File: config.mk
export PLATFORM = sky130hd
export DESIGN_NAME = lii_stream_adapter
export DESIGN_NICKNAME = d
export VERILOG_FILES = /design/src/rtl/lii_pkg.sv /design/src/rtl/lii_unpacker.sv /design/src/rtl/lii_stream_adapter.sv
export SDC_FILE = /design/constraint.sdc
export NUM_CORES = 1
export LEC_CHECK = 0
export ABC_AREA = 1
export CORE_MARGIN = 10
export CORE_UTILIZATION = 52
export DETAILED_ROUTE_END_ITERATION = 10
export GPL_ROUTABILITY_DRIVEN = 0
export PLACE_DENSITY = 0.81
export SLEW_MARGIN = 25
export SYNTH_ARGS = -nofsm -noshare
export SYNTH_HDL_FRONTEND = slang
export SYNTH_SLANG_ARGS = --single-unit
File: constraint.sdc
create_clock -name aclk -period 2.4 [get_ports aclk]
set_clock_uncertainty 0.15 [all_clocks]
set_input_delay 0.72 -clock aclk [delete_from_list [all_inputs] [get_ports aclk]]
set_output_delay 0.72 -clock aclk [all_outputs]
set_load 0.01 [all_outputs]
File: src/rtl/lii_pkg.sv
// Shared LII definitions: routing tag width and address type.
package lii_pkg;

    localparam int LII_TAG_W = 8;

    typedef logic [LII_TAG_W-1:0] lii_addr_t;

endpackage

File: src/rtl/lii_unpacker.sv
// LII word unpacker: holds one PW-bit word and feeds it to the kernel as
// PW/IW beats, LSB-first. Words addressed elsewhere are accepted and counted
// in a saturating drop counter, but they are never loaded.
module lii_unpacker
    import lii_pkg::*;
#(
    parameter int        PW    = 64,
    parameter int        IW    = 8,
    parameter lii_addr_t MY_ID = 8'd1
) (
    input  logic          clk,
    input  logic          rst_n,
    input  logic [PW-1:0] word_i,
    input  logic          word_valid_i,
    input  lii_addr_t     word_dst_i,
    output logic          word_ready_o,
    output logic [IW-1:0] beat_o,
    output logic          beat_valid_o,
    input  logic          beat_ready_i,
    output logic [15:0]   drop_cnt_o
);

    localparam int NB   = PW / IW;
    localparam int IDXW = (NB > 1) ? $clog2(NB) : 1;
    localparam logic [IDXW-1:0] IDX_LAST = IDXW'(NB - 1);

    logic [PW-1:0]   hold_q, hold_d;
    logic            hold_valid_q, hold_valid_d;
    logic [IDXW-1:0] idx_q, idx_d;
    logic [15:0]     drop_cnt_q, drop_cnt_d;

    logic idx_last, accept, load, drop, beat_fire;

    // A transfer happens on a cycle where valid and ready are both high; valid
    // never depends on ready, and an offered beat or word stays put until taken.
    assign idx_last     = (idx_q == IDX_LAST);
    assign word_ready_o = !hold_valid_q || (idx_last && beat_ready_i);
    assign accept       = word_valid_i && word_ready_o;
    assign load         = accept && (word_dst_i == MY_ID);
    assign drop         = accept && (word_dst_i != MY_ID);
    assign beat_fire    = hold_valid_q && beat_ready_i;

    assign beat_o       = hold_q[idx_q*IW +: IW];
    assign beat_valid_o = hold_valid_q;
    assign drop_cnt_o   = drop_cnt_q;

    // Next-state: a new load wins over the last beat leaving in the same cycle.
    always_comb begin
        hold_d       = hold_q;
        hold_valid_d = hold_valid_q;
        idx_d        = idx_q;
        drop_cnt_d   = drop_cnt_q;
        if (load) begin
            hold_d       = word_i;
            hold_valid_d = 1'b1;
            idx_d        = '0;
        end else if (beat_fire) begin
            if (idx_last) begin
                hold_valid_d = 1'b0;
                idx_d        = '0;
            end else begin
                idx_d = idx_q + 1'b1;
            end
        end
        if (drop && (drop_cnt_q != 16'hFFFF)) begin
            drop_cnt_d = drop_cnt_q + 16'd1;
        end
    end

    // Register the holding word, beat index and drop counter.
    always_ff @(posedge clk or negedge rst_n) begin
        if (!rst_n) begin
            hold_q       <= '0;
            hold_valid_q <= 1'b0;
            idx_q        <= '0;
            drop_cnt_q   <= '0;
        end else begin
            hold_q       <= hold_d;
            hold_valid_q <= hold_valid_d;
            idx_q        <= idx_d;
            drop_cnt_q   <= drop_cnt_d;
        end
    end

endmodule

File: src/rtl/lii_stream_adapter.sv
// LII-to-kernel stream adapter: unpacks LII words into kernel input beats,
// packs kernel output beats into fixed-length, zero-padded LII frames, and
// freezes the kernel only while its output is blocked.
module lii_stream_adapter
    import lii_pkg::*;
#(
    parameter int        PW        = 64,
    parameter int        IW        = 8,
    parameter int        OW        = 16,
    parameter lii_addr_t MY_ID     = 8'd1,
    parameter lii_addr_t DST_ID    = 8'd2,
    parameter int        FRAME_OUT = 16
) (
    input  logic          aclk,
    input  logic          arstn,
    input  logic [PW-1:0] lii_in_p0_tdata,
    input  logic          lii_in_p0_tvalid,
    output logic          lii_in_p0_tready,
    input  lii_addr_t     lii_in_p0_src,
    input  lii_addr_t     lii_in_p0_dst,
    output logic [PW-1:0] lii_out_p0_tdata,
    output logic          lii_out_p0_tvalid,
    input  logic          lii_out_p0_tready,
    output lii_addr_t     lii_out_p0_src,
    output lii_addr_t     lii_out_p0_dst,
    output logic [IW-1:0] in_stream_tdata,
    output logic          in_stream_tvalid,
    input  logic          in_stream_tready,
    input  logic [OW-1:0] out_stream_tdata,
    input  logic          out_stream_tvalid,
    output logic          out_stream_tready,
    output logic          ce,
    output logic [15:0]   drop_cnt
);

    localparam int NL = PW / OW;
    localparam int LW = (NL > 1) ? $clog2(NL) : 1;
    localparam int FW = (FRAME_OUT > 1) ? $clog2(FRAME_OUT) : 1;
    localparam logic [LW-1:0] LANE_LAST  = LW'(NL - 1);
    localparam logic [FW-1:0] FRAME_LAST = FW'(FRAME_OUT - 1);

    if ((PW % IW) != 0) begin : g_bad_iw
        $error("lii_stream_adapter: IW must divide PW");
    end
    if ((PW % OW) != 0) begin : g_bad_ow
        $error("lii_stream_adapter: OW must divide PW");
    end
    if (FRAME_OUT < 1) begin : g_bad_frame
        $error("lii_stream_adapter: FRAME_OUT must be at least 1");
    end

    // The source tag of incoming words carries no meaning for this kernel.
    logic unused_src;
    assign unused_src = ^lii_in_p0_src;

    lii_unpacker #(
        .PW    (PW),
        .IW    (IW),
        .MY_ID (MY_ID)
    ) u_unpacker (
        .clk          (aclk),
        .rst_n        (arstn),
        .word_i       (lii_in_p0_tdata),
        .word_valid_i (lii_in_p0_tvalid),
        .word_dst_i   (lii_in_p0_dst),
        .word_ready_o (lii_in_p0_tready),
        .beat_o       (in_stream_tdata),
        .beat_valid_o (in_stream_tvalid),
        .beat_ready_i (in_stream_tready),
        .drop_cnt_o   (drop_cnt)
    );

    logic [PW-1:0] acc_q, acc_d, acc_fill;
    logic [PW-1:0] out_data_q, out_data_d;
    logic          out_valid_q, out_valid_d;
    logic [LW-1:0] lane_q, lane_d;
    logic [FW-1:0] frame_q, frame_d;
    logic          beat, flush, drain, frame_end;

    // Kernel beats are only taken when the output register is empty or
    // draining, so a flush can never overwrite an unsent word.
    assign out_stream_tready = !out_valid_q || lii_out_p0_tready;
    assign beat              = out_stream_tvalid && out_stream_tready;
    assign drain             = out_valid_q && lii_out_p0_tready;
    assign frame_end         = (frame_q == FRAME_LAST);
    assign flush             = beat && ((lane_q == LANE_LAST) || frame_end);

    assign lii_out_p0_tdata  = out_data_q;
    assign lii_out_p0_tvalid = out_valid_q;
    assign lii_out_p0_src    = MY_ID;
    assign lii_out_p0_dst    = DST_ID;
    assign ce                = !(out_stream_tvalid && !out_stream_tready);

    // Packer next-state: lanes above the current one are still zero in the
    // accumulator, which gives the padding of a short frame-end word for free.
    always_comb begin
        acc_fill                   = acc_q;
        acc_fill[lane_q*OW +: OW]  = out_stream_tdata;
        acc_d                      = acc_q;
        lane_d                     = lane_q;
        frame_d                    = frame_q;
        out_data_d                 = out_data_q;
        out_valid_d                = out_valid_q;
        if (drain) begin
            out_valid_d = 1'b0;
        end
        if (beat) begin
            frame_d = frame_end ? '0 : frame_q + 1'b1;
            if (flush) begin
                out_data_d  = acc_fill;
                out_valid_d = 1'b1;
                acc_d       = '0;
                lane_d      = '0;
            end else begin
                acc_d  = acc_fill;
                lane_d = lane_q + 1'b1;
            end
        end
    end

    // Register the accumulator, output word, lane and frame counters.
    always_ff @(posedge aclk or negedge arstn) begin
        if (!arstn) begin
            acc_q       <= '0;
            out_data_q  <= '0;
            out_valid_q <= 1'b0;
            lane_q      <= '0;
            frame_q     <= '0;
        end else begin
            acc_q       <= acc_d;
            out_data_q  <= out_data_d;
            out_valid_q <= out_valid_d;
            lane_q      <= lane_d;
            frame_q     <= frame_d;
        end
    end

endmodule
==> results.toml, run 1 <==
[outcome]
status = "complete, but fails checks"
violations = "negative setup slack"

[power_and_ir_drop]
p_switching_mw = 4.96
power_leakage_nw = 6.66
seqPwrFrac_pct = 35.3
combinationalPowerShare_pct = 37.9
switching_share_pct = 35.6
p_int_mw = 8.97
power_density_mw_per_mm2 = 1030
power.ir.vdd_worst_mv = 0.733
total_power_mw = 13.9
clockPowerShare_pct = 26.8

[sta]
fmax_mhz = 376
setup_slack_ns = -0.261
whs_ns = 0.320
post-route-min-period_ns = 2.66
rsz0062_at_grt = "yes"
maxSlewHeadroom_pct = 61.8
slew_violations = 0
finalSetupViolCount = 9
worst_pin_slew_ns = 0.571
timing.final.crit_share_pct = 111
hold_viol = 0
finalSetupTns_ns = -2.14

[routing]
ant_nets = 0
drcViolationCount = 0
wirelength_um = 30000
via_per_inst = 5.32
vias = 9362
wl_per_cell_um = 17.1
firstDrtPassIters = 5
drtIter0Drc = 956

[floorplan]
initial_core_util_pct = 52.9
rows = 51
die_h_um = 161
core_area_mm2 = 0.0195
dieArea_mm2 = 0.0258
die_w_um = 161
ioPinCount = 211

[setup_path]
worstPathRequired_ns = 1.53
crit_path_start_kind = "flip-flop"
arrival_ns = 1.79
critPathKind = "reg -> out"
crit_fanout = 7
worst_setup_path_end_kind = "output port"
r2r_slack_ns = 0.23

[logic_synthesis]
synth_top_flop_cell = "dfrtp_1"
ys_types = 26
synthArstFlopShare_pct = 100
syn_avg_cell_area_um2 = 8.00
synth_top_cell_by_area = "dfrtp_1"
yosysWarnings = 0
yosysMostFrequentCell = "nand2_1"
synth_top_area_share_pct = 53.3
synth_seq_cells = 219
synth_edf_count = 0
syn_area_mm2 = 0.0103
ys_top_cells_by_count = "458 x nand2_1, 219 x dfrtp_1, 121 x inv_1"
seq_area_frac_synth_pct = 53.3
syn_inst = 1287
netlist_top_cells_area = "dfrtp_1 53%, nand2_1 17%, o22ai_1 5.3%"

[placement]
io_buffer_count = 186
dp_hpwl_um = 20500
post_dp_cell_area_mm2 = 0.0126

[cts]
clockBufferDepth = 3
cts_tree = "done"
clk_pin_slew_worst_paths_ns = 0.06
clockRootBuffer = "clkbuf_16"
clock_sinks = 219
clock_latency_ns = 0.52
cts.htree.levels = 1
cts_buffers = 24

[cells_and_area]
drive_above_1_share_pct = 9.91
antennaDiodeCount = 0
syn2layout_area_growth_pct = 31.8
final_util_pct = 69.7
final_nets = 1589
design_area_mm2 = 0.0136

[global_routing]
grt_pass1_wl_um = 48900
overflow = 0
grt_start_max_net_pins = 61
grtUsageMet3_pct = 4.98
antenna_found_initial = 0
grt_pass1_vias = 9322
grt_busiest_layer = "met2"
grt_usage_pct = 22.7
grt_use_met2_pct = 37.4
grtUsageMet1_pct = 29.4

[worst_hold_path]
hold_class = "reg -> reg"

[flow_run]
maxCapViolations = 0
## per-layer routing
layer	part of all wire, %	wire length [um]	vias to the layer above
met5	0	0	-
met4	3.0	893	0
met3	7.7	2300	69
met2	49	14600	373
met1	41	12200	4464
li1	-	-	4456
## state kept, by name (all words and copies together) (netlist names)
| register | count |
|---|---|
| u_unpacker.drop_cnt_o | 16 |
| acc_q | 64 |
| frame_q | 4 |
| lii_out_p0_tvalid | 1 |
| lane_q | 2 |
| lii_out_p0_tdata | 64 |
| u_unpacker.idx_q | 3 |
| u_unpacker.hold_q | 64 |
| u_unpacker.beat_valid_o | 1 |
## worst paths after layout
path,start,endpoint,cells past startpoint
max,u_unpacker.idx_q[0],in_stream_tdata[7],7
min,lii_out_p0_tdata[23],lii_out_p0_tdata[23],2
max reg2reg,u_unpacker.idx_q[1],u_unpacker.idx_q[2],13
min reg2reg,lii_out_p0_tdata[23],lii_out_p0_tdata[23],2
max in group asynchronous,arstn,u_unpacker.idx_q[0],3
min in group asynchronous,arstn,u_unpacker.drop_cnt_o[1],2
## power groups by stage
| stage | clock [mW] | sequential (mW) | combinational, mW |
|---|---|---|---|
| finish | 3.73 | 4.91 | 5.28 |
| global route | 3.93 | 5.00 | 5.84 |
| CTS | 3.77 | 4.91 | 5.15 |
| detailed placement | 0 | 4.94 | 4.97 |
| global placement | 0 | 4.92 | 4.84 |
| floorplan | 0 | 5.01 | 2.75 |
## cells in the final DEF, fill, tap and decap left out, types with 3 or more instances in the layout
cell,synthesis,layout
buf_12,0,13
buf_2,32,10
buf_4,21,33
buf_6,6,5
buf_8,0,3
clkbuf_1,26,5
clkbuf_16,0,25
clkbuf_8,0,9
clkdlybuf4s50_1,0,160
conb_1,2,16
dfrtp_1,219,215
dfrtp_2,0,4
dlygate4sd2_1,0,7
dlymetal6s2s_1,0,7
ha_1,9,7
inv_1,121,119
inv_2,4,6
nand2_1,458,455
nand2_2,2,4
nand3_1,80,80
nand4_1,5,5
nor2_1,75,59
nor2_2,3,14
nor2_4,0,5
o21ai_0,103,76
o21ai_1,17,37
o21ai_2,1,8
o22ai_1,87,87
xnor2_1,4,4
xor2_1,4,4
## worst max-delay path: stages, from the launching register on
cell and delay, ns:
dfrtp_2 0.45, inv_2 0.09, buf_4 0.18, o21ai_2 0.18, o21ai_1 0.09, nand2_1 0.08
nand2_1 0.08, buf_2 0.14
## cell type report
type	count	area, um^2
fill	1491	5900
clock inverter	3	40.0
timing repair buffer	240	2450
multi-input combinational	867	4020
inverter	126	473
clock buffer	39	768
tap	265	332
sequential	219	5490
## kinds of logic after synthesis
group                    Yosys count  synth area share [%]
buffers and inverters            215                  9.44
AND/OR/NAND/NOR                  624                  24.0
adder cells (fa/ha/maj)            9                  1.09
XOR/XNOR                           8                 0.681
AO/OA/AOI/OAI                    210                  11.4
other                              2                0.0730
flip-flops                       219                  53.3
## timing repair
| item | CTS | global route |
|---|---|---|
| gates cloned | 2 | 0 |
| pin swaps | 10 | 2 |
| gates resized for setup | 99 | 36 |
| setup buffers | 5 | 1 |
| endpoints found under the hold margin | 34 | 0 |
| endpoints found under the setup margin | 26 | 82 |
| hold buffers | 1 | 0 |
## per-stage QoR
stage               worst slack, ns  instances
floorplan                     0.269       1301
global placement             -0.341       1708
detailed placement           -0.334       1708
CTS                          -0.254       1758
global route                 -0.336       1759
finish                       -0.261       1759
Note: power is estimated with default switching activity, not from simulation.
==> inputs of run 2 (changes only) <==
--- a/config.mk
+++ b/config.mk
@@ -8,6 +8,7 @@
 export ABC_AREA = 1
 export CORE_MARGIN = 10
 export CORE_UTILIZATION = 52
+export CTS_CLUSTER_SIZE = 10
 export DETAILED_ROUTE_END_ITERATION = 10
 export GPL_ROUTABILITY_DRIVEN = 0
 export PLACE_DENSITY = 0.81
==> run 2 against run 1 <==
- the flow still finishes with violations (negative setup slack)
- die area stayed put
- first-iteration DRC count is 4.3% higher
- sequential power hardly changed
- critical path depth stayed put
- worst hold slack worse by 0.0016 ns
- total power is 0.40% higher
- wire length is 1.7% higher
- sequential share of layout area is 0.19 points lower
- flip-flop and latch count stayed put
- highest routed layer unchanged
==> results.toml, run 2 (synthesized netlist as in run 1, its figures left out) <==
[sta]
post-route-min-period_ns = 2.68
finalSetupTns_ns = -2.16
fmax_mhz = 373
worst_pin_slew_ns = 0.569
slew_violations = 0
rsz0062_at_grt = "yes"
finalSetupViolCount = 9
hold_viol = 0
setup_slack_ns = -0.284
timing.final.crit_share_pct = 112
maxSlewHeadroom_pct = 62.1

[routing]
via_per_inst = 5.37
firstDrtPassIters = 5
highest_layer = "met4"
wl_met1_um = 12300
wl_met2_um = 15000
dr_wl_met3_um = 2420
wl_per_cell_um = 17.4
drcViolationCount = 0
ant_nets = 0
vias = 9434
drtIter0Drc = 997
wirelength_um = 30500

[cells_and_area]
drive_above_1_share_pct = 11.0
final_cell_mix = "454 x nand2_1, 213 x dfrtp_1, 163 x clkdlybuf4s50_1"
layout.cells.most_common = "nand2_1"
antennaDiodeCount = 0
nFillCells = 1440
final_nets = 1598
syn2layout_area_growth_pct = 32.5

[setup_path]
cp_cell_sequence = "buf_12 -> buf_8 -> o21ai_2 -> o21ai_1 -> nand2_1 -> nand2_1 -> buf_2"
crit_family = "flip-flops"
critPathKind = "reg -> out"
ff2ff_path_depth = 14
worst_setup_path_end_kind = "output port"
crit_fanout = 8
arrival_ns = 1.81
crit_top_cell = "nand2_1"
cp_num_buf_inv = 3
worst-path-stages = 7
slowest_stage = "dfrtp_2"
worstPathRequired_ns = 1.53
crit_path_start_kind = "flip-flop"
cpPeakStageDelay_ns = 0.48

[floorplan]
initial_core_util_pct = 52.9
die_h_um = 161
die_w_um = 161
rows = 51
dieArea_mm2 = 0.0258
core_area_mm2 = 0.0195
ioPinCount = 211

[cts]
clk_pin_slew_worst_paths_ns = 0.05
clockBufferDepth = 3
cts_buffers = 26
clock_sinks = 219
cts.htree.levels = 1
clockRootBuffer = "clkbuf_16"
clock_latency_ns = 0.52
cts_tree = "done"

[outcome]
violations = "negative setup slack"
status = "complete, but fails checks"

[worst_hold_path]
min_path_cells = 2
hold_class = "reg -> reg"

[placement]
io_buffer_count = 186
dp_hpwl_um = 20500

[global_routing]
grt_start_max_net_pins = 61
overflow = 0
antenna_found_initial = 0
grt_pass1_vias = 9376
grt_usage_pct = 22.9
grt_pass1_wl_um = 49200

[power_and_ir_drop]
power.ir.vdd_worst_mv = 0.785
power_density_mw_per_mm2 = 1030
total_power_mw = 14.0
power_leakage_nw = 6.65

[flow_run]
maxCapViolations = 0
[run 2: cell count changes in the layout (fill, tap and decap cells not counted), sizes merged]
| cell | before | now |
|---|---|---|
| buf | 65 | 72 |
| bufinv | 1 | 0 |
| dlygate4sd2 | 7 | 5 |
| clkbuf | 39 | 32 |
| clkinv | 3 | 2 |
| clkdlybuf4s50 | 160 | 163 |
| dlymetal6s2s | 7 | 6 |
[run 2: layout make-up]
cell class / count / area (um^2) / area share, %
sequential: 219 / 5490 / 40.2
tap: 265 / 332 / 2.43
multi-input combinational: 867 / 4070 / 29.8
inverter: 126 / 473 / 3.47
clock inverter: 1 / 5.00 / 0.0367
clock buffer: 32 / 724 / 5.31
timing repair buffer: 247 / 2550 / 18.7
[run 2: routing by layer]
layer	up-vias	track usage, %
li1	4468	-
met1	4528	29.4
met2	378	38.1
met3	60	4.88
met4	0	6.89
met5	-	0
[run 2: report_power, final]
part / switching (mW) / total (mW) / internal (mW)
clock: 1.42 / 3.49 / 2.08
combinational: 3.18 / 5.55 / 2.36
sequential: 0.454 / 4.94 / 4.49
total: 5.05 / 14.0 / 8.93
[run 2: what timing repair did]
action | CTS | global route
pin swaps | 15 | 17
resized for setup | 111 | 61
setup buffers | 10 | 5
endpoints found under the hold margin | 34 | 0
endpoints found under the setup margin | 24 | 39
hold buffers | 1 | 0
cloned | 3 | 0
[run 2: worst register-to-register path: stages, from the launching register on]
cell	delay, ns
dfrtp_2	0.45
buf_8	0.15
buf_12	0.12
ha_4	0.15
ha_4	0.17
nand2_2	0.06
nand2_2	0.05
buf_4	0.13
nand2_1	0.09
inv_2	0.08
o21ai_0	0.11
nor2_2	0.08
buf_12	0.15
nand2_1	0.06
o21ai_0	0.07
[run 2: through the flow]
stage	setup slack, ns	utilization [%]	hold WS (ns)	area [um^2]	cells
after global routing	-0.330	70.1	0.340	13600	1757
after floorplan	0.269	-	0.274	10300	1301
after global placement	-0.341	64.5	0.299	12600	1708
after CTS	-0.312	69.4	0.323	13500	1755
final	-0.284	70.1	0.318	13600	1757
after detailed placement	-0.334	64.5	0.303	12600	1708
[run 2: worst paths after layout]
check,from,to,slack [ns]
setup reg to reg,u_unpacker.idx_q[0],u_unpacker.drop_cnt_o[10],0.20
setup / recovery,u_unpacker.idx_q[1],in_stream_tdata[6],-0.28
hold / removal,lii_out_p0_tdata[23],lii_out_p0_tdata[23],0.32
max in group asynchronous,arstn,u_unpacker.idx_q[1],0.92
min in group asynchronous,arstn,u_unpacker.drop_cnt_o[1],0.52
hold reg to reg,lii_out_p0_tdata[23],lii_out_p0_tdata[23],0.32
==> edit 1: new RTL, config.mk and constraints of run 1 <==
`IW` is set to 8 in 2 places; all go to 16.
--- a/src/rtl/lii_unpacker.sv
+++ b/src/rtl/lii_unpacker.sv
@@ -7,3 +7,3 @@
     parameter int        PW    = 64,
-    parameter int        IW    = 8,
+    parameter int        IW    = 16,
     parameter lii_addr_t MY_ID = 8'd1
--- a/src/rtl/lii_stream_adapter.sv
+++ b/src/rtl/lii_stream_adapter.sv
@@ -7,3 +7,3 @@
     parameter int        PW        = 64,
-    parameter int        IW        = 8,
+    parameter int        IW        = 16,
     parameter int        OW        = 16,
Interface: changed (resized in_stream_tdata); port bits go from 211 to 219. No check against the original RTL was run, so the function may have changed too.
==> edit 1 against run 1 <==
The flow still finishes with violations (negative setup slack). Area after synthesis down 1.5%. Sequential share of layout area down 0.13 points. Power up 2.2%. Cell count down 1.3%. Design area unchanged. Register-to-register slack better by 40 ps. Routed wire length up 2.0%. Sequential cell count down 1. Setup slack better by 110 ps.
==> edit 1: results (changes against run 1) <==
metric,value,unit,change
number of instances in the synthesized netlist,1256,,was 1287
post-synthesis sequential area ratio,53.83,%,was 53.26%
sum of met3 wire segment lengths after detailed routing,2.591,mm,was 2.301 mm
status,"complete, but fails checks",,unchanged
"Data arrival, critical path",1680,ps,was 1790 ps
routed vias,9310,,was 9362
Design Power,14.23,mW,was 13.93 mW
post-DR vias/cell,5.360,,was 5.322
count of port buffers added during placement,194,,was 186
final-report setup violation count,16,,was 9
# diodes,0,,unchanged
met2 capacity usage during global routing,36.69,%,was 37.45%
net switching power of the design,5.108,mW,was 4.961 mW
cell area after placement,12440,um2,was 12550 um2
post-synthesis xor/xnor area fraction,0.6914,%,was 0.6809%
most area-consuming cells after synthesis,"sky130_fd_sc_hd__dfrtp_1, sky130_fd_sc_hd__nand2_1, sky130_fd_sc_hd__o22ai_1, sky130_fd_sc_hd__o21ai_0, sky130_fd_sc_hd__inv_1",,unchanged
"synthesized-area fraction occupied by ao, oa, aoi and oai cells",11.25,%,was 11.42%
nets,1569,,was 1589
number of DRC violations after detailed-routing iteration 0,806,,was 956
max_slew headroom,61.01,%,was 61.81%
met2 wire length,14.71,mm,was 14.57 mm
vias in the first global route,9025,,was 9322
power of the clock network,3.82,mW,was 3.73 mW
sequential fraction of design power,34.3,%,was 35.3%
Max VDD drop,0.0006105,V,was 0.0007335 V
r2r setup slk,270,ps,was 230 ps
GR Util met1,30.61,%,was 29.37%
startpoint of the lowest-slack hold path,lii_out_p0_tdata[18],,was lii_out_p0_tdata[23]
share of synthesized area spent on multiplexers,0,%,unchanged
summed negative setup slack over all endpoints,-1539,ps,was -2140 ps
routed length on met1,12.66,mm,was 12.23 mm
static power due to leakage,6.590,nW,was 6.664 nW
final worst hold slack,322.1,ps,was 319.8 ps
adder-cell area share of the yosys netlist,0.9878,%,was 1.094%
Worst Reg-to-Reg Cells,8,,was 13
violated checks,negative setup slack,,unchanged
fraction of layout cells with a size suffix above 1,11.44,%,was 9.906%
largest fanout of any net on the critical path,15,,was 7
post-route worst setup slack,-154.1,ps,was -260.5 ps
number of distinct library cells after synthesis,28,,was 26
clock root buffer master,sky130_fd_sc_hd__clkbuf_16,,unchanged
most frequent cells after synthesis,"sky130_fd_sc_hd__nand2_1, sky130_fd_sc_hd__dfrtp_1, sky130_fd_sc_hd__inv_1, sky130_fd_sc_hd__o21ai_0, sky130_fd_sc_hd__o22ai_1",,unchanged
fill cell count,1381,,was 1491
first-pass GRT wire length,48.47,mm,was 48.90 mm
GRT Util Overall,22.87,%,was 22.74%
## edit 1: cell types whose count changed in the layout (fill, tap and decap cells not counted), moves of 6 or more
cell / before / now
sky130_fd_sc_hd__nand2_1: 455 / 514
sky130_fd_sc_hd__dfrtp_2: 4 / 10
sky130_fd_sc_hd__dfrtp_1: 215 / 208
sky130_fd_sc_hd__o22ai_1: 87 / 78
sky130_fd_sc_hd__nand3_1: 80 / 43
sky130_fd_sc_hd__buf_2: 10 / 18
sky130_fd_sc_hd__o21ai_0: 76 / 68
sky130_fd_sc_hd__inv_1: 119 / 96
sky130_fd_sc_hd__o21ai_4: 0 / 6
sky130_fd_sc_hd__nor2_1: 59 / 46
## edit 1: how the worst max path moves through the flow
| stage | startpoint | end | slack, ps | cells after the start |
|---|---|---|---|---|
| 3_5_place_dp | in_stream_tready | lii_in_p0_tready | -330 | 4 |
| 3_3_place_gp | in_stream_tready | lii_in_p0_tready | -340 | 4 |
| 2_1_floorplan | lane_q[0] | acc_q[48] | 280 | 10 |
| 4_1_cts | u_unpacker.idx_q[0] | in_stream_tdata[10] | -150 | 4 |
| 5_1_grt | u_unpacker.idx_q[0] | in_stream_tdata[6] | -200 | 6 |
| 6_report | u_unpacker.idx_q[0] | in_stream_tdata[15] | -150 | 4 |
## edit 1: layout make-up
cell class / count / area [um2] / area share (%)
tap: 260 / 325.3 / 2.398
inverter: 104 / 395.4 / 2.915
sequential: 218 / 5468 / 40.31
multi-input combinational: 865 / 4024 / 29.66
timing repair buffer: 246 / 2519 / 18.57
clock buffer: 42 / 799.5 / 5.894
clock inverter: 2 / 35.03 / 0.2583
## edit 1: timing repair
item,CTS,global route
resized for setup,128,54
pin swaps,5,15
setup buffers,7,2
setup endpoints to repair,31,27
gates cloned,1,2
hold buffers,0,1
hold endpoints to repair,0,1
==> edit 2: new RTL, config.mk and constraints of run 1 <==
Made on the original files. Make the reset (`arstn` and `rst_n`) synchronous in 2 clocked blocks.
--- a/src/rtl/lii_unpacker.sv
+++ b/src/rtl/lii_unpacker.sv
@@ -70,3 +70,3 @@
     // Register the holding word, beat index and drop counter.
-    always_ff @(posedge clk or negedge rst_n) begin
+    always_ff @(posedge clk) begin
         if (!rst_n) begin
--- a/src/rtl/lii_stream_adapter.sv
+++ b/src/rtl/lii_stream_adapter.sv
@@ -121,3 +121,3 @@
     // Register the accumulator, output word, lane and frame counters.
-    always_ff @(posedge aclk or negedge arstn) begin
+    always_ff @(posedge aclk) begin
         if (!arstn) begin
Behaviour: differs if arstn is asserted again (counterexample within 4 cycles, from zero or initial values and one cycle with arstn low); with arstn held inactive, the same outputs for 4 cycles.
==> edit 2 against run 1 <==
The flow still finishes with violations (negative setup slack). Count of clock-buffer cells in the layout down 11. Setup slack worse by 0.56 ps. Via count up 4.1%. First-iteration DRC count down 17%. Hold slack worse by 6.8 ps. Sequential share of layout area down 6.0 points. Register-to-register slack worse by 130 ps. Design area down 5.6%. Routed wire length down 2.4%. Utilization up 1.3 points. Sequential cell count unchanged. Area after synthesis down 6.9%. Critical path type unchanged. Critical endpoint is now in_stream_tdata[5].
Power is not compared: it rests on default switching activity, and its combinational part moved more than twofold at a synthesized area within 25%.
==> edit 2: results (changes against run 1) <==
metric,value,unit,change
status,"complete, but fails checks",,unchanged
violated checks,negative setup slack,,unchanged
capture point of the worst path,in_stream_tdata[5],,was in_stream_tdata[7]
delay of the slowest critical-path stage,430,ps,was 450 ps
sum of met3 wire segment lengths after detailed routing,2.366,mm,was 2.301 mm
met2 wire length,13.98,mm,was 14.57 mm
slowest cell on the critical path,sky130_fd_sc_hd__dfxtp_4,,was sky130_fd_sc_hd__dfrtp_2
Worst-Margin Slew,533.4,ps,was 571.4 ps
Final Routed Wirelength,29.26,mm,was 29.99 mm
worst hold path endpoint,acc_q[39],,was lii_out_p0_tdata[23]
final-report setup violation count,9,,unchanged
fraction of synthesis flops using an asynchronous set or reset pin,0,%,was 100.0%
final worst hold slack,313.1,ps,was 319.8 ps
post-route worst setup slack,-261.1,ps,was -260.5 ps
total setup buffers inserted after CTS,6,,was 5
"synthesized-area fraction occupied by ao, oa, aoi and oai cells",17.71,%,was 11.42%
"Gates resized, CTS repair",107,,was 99
post-synthesis sequential area ratio,45.76,%,was 53.26%
number of instances in the synthesized netlist,1393,,was 1287
met3 Resource Use GR,5.349,%,was 4.985%
cell taking the most area after synthesis,sky130_fd_sc_hd__dfxtp_1,,was sky130_fd_sc_hd__dfrtp_1
summed negative setup slack over all endpoints,-1920,ps,was -2140 ps
mapped cell area,9582,um2,was 10290 um2
maximum number of pins on one net before global-route repair,80,,was 61
Worst Setup Slack post-DPL,-388.8,ps,was -334.0 ps
endpoint of the worst-slack reg-to-reg timing path,u_unpacker.hold_q[10],,was u_unpacker.idx_q[2]
r2r setup slk,100,ps,was 230 ps
adder-cell area share of the yosys netlist,1.175,%,was 1.094%
cell area after placement,11740,um2,was 12550 um2
vias in the first global route,9242,,was 9322
number of DRC violations after detailed-routing iteration 0,797,,was 956
met2 capacity usage during global routing,37.70,%,was 37.45%
routed length on met1,12.17,mm,was 12.23 mm
post-DR vias/cell,5.350,,was 5.322
most frequent cells after synthesis,"sky130_fd_sc_hd__nand2_1, sky130_fd_sc_hd__nor2_1, sky130_fd_sc_hd__dfxtp_1, sky130_fd_sc_hd__o21ai_0, sky130_fd_sc_hd__a21oi_1",,"was sky130_fd_sc_hd__nand2_1, sky130_fd_sc_hd__dfrtp_1, sky130_fd_sc_hd__inv_1, sky130_fd_sc_hd__o21ai_0, sky130_fd_sc_hd__o22ai_1"
first-pass GRT wire length,46.51,mm,was 48.90 mm
Worst Reg-to-Reg Cells,11,,was 13
nets,1687,,was 1589
startpoint of the lowest-slack hold path,acc_q[39],,was lii_out_p0_tdata[23]
CTS buffer count,23,,was 24
[edit 2: changes by cell type after synthesis, moves of 21 or more]
cell,run 1,this run
sky130_fd_sc_hd__o21ai_0,103,165
sky130_fd_sc_hd__dfrtp_1,219,0
sky130_fd_sc_hd__clkbuf_1,26,47
sky130_fd_sc_hd__o22ai_1,87,16
sky130_fd_sc_hd__nand2_1,458,355
sky130_fd_sc_hd__inv_1,121,55
sky130_fd_sc_hd__nand3_1,80,19
sky130_fd_sc_hd__nor2_1,75,269
sky130_fd_sc_hd__a21oi_1,1,128
sky130_fd_sc_hd__dfxtp_1,0,219
[edit 2: cell type report]
class	instances	area [um2]
Clock buffer	28	644.4
Tap cell	229	286.5
Multi-Input combinational cell	1021	4569
Fill cell	1437	5223
Timing Repair Buffer	248	2469
Clock inverter	14	183.9
Inverter	63	246.5
Sequential cell	219	4403
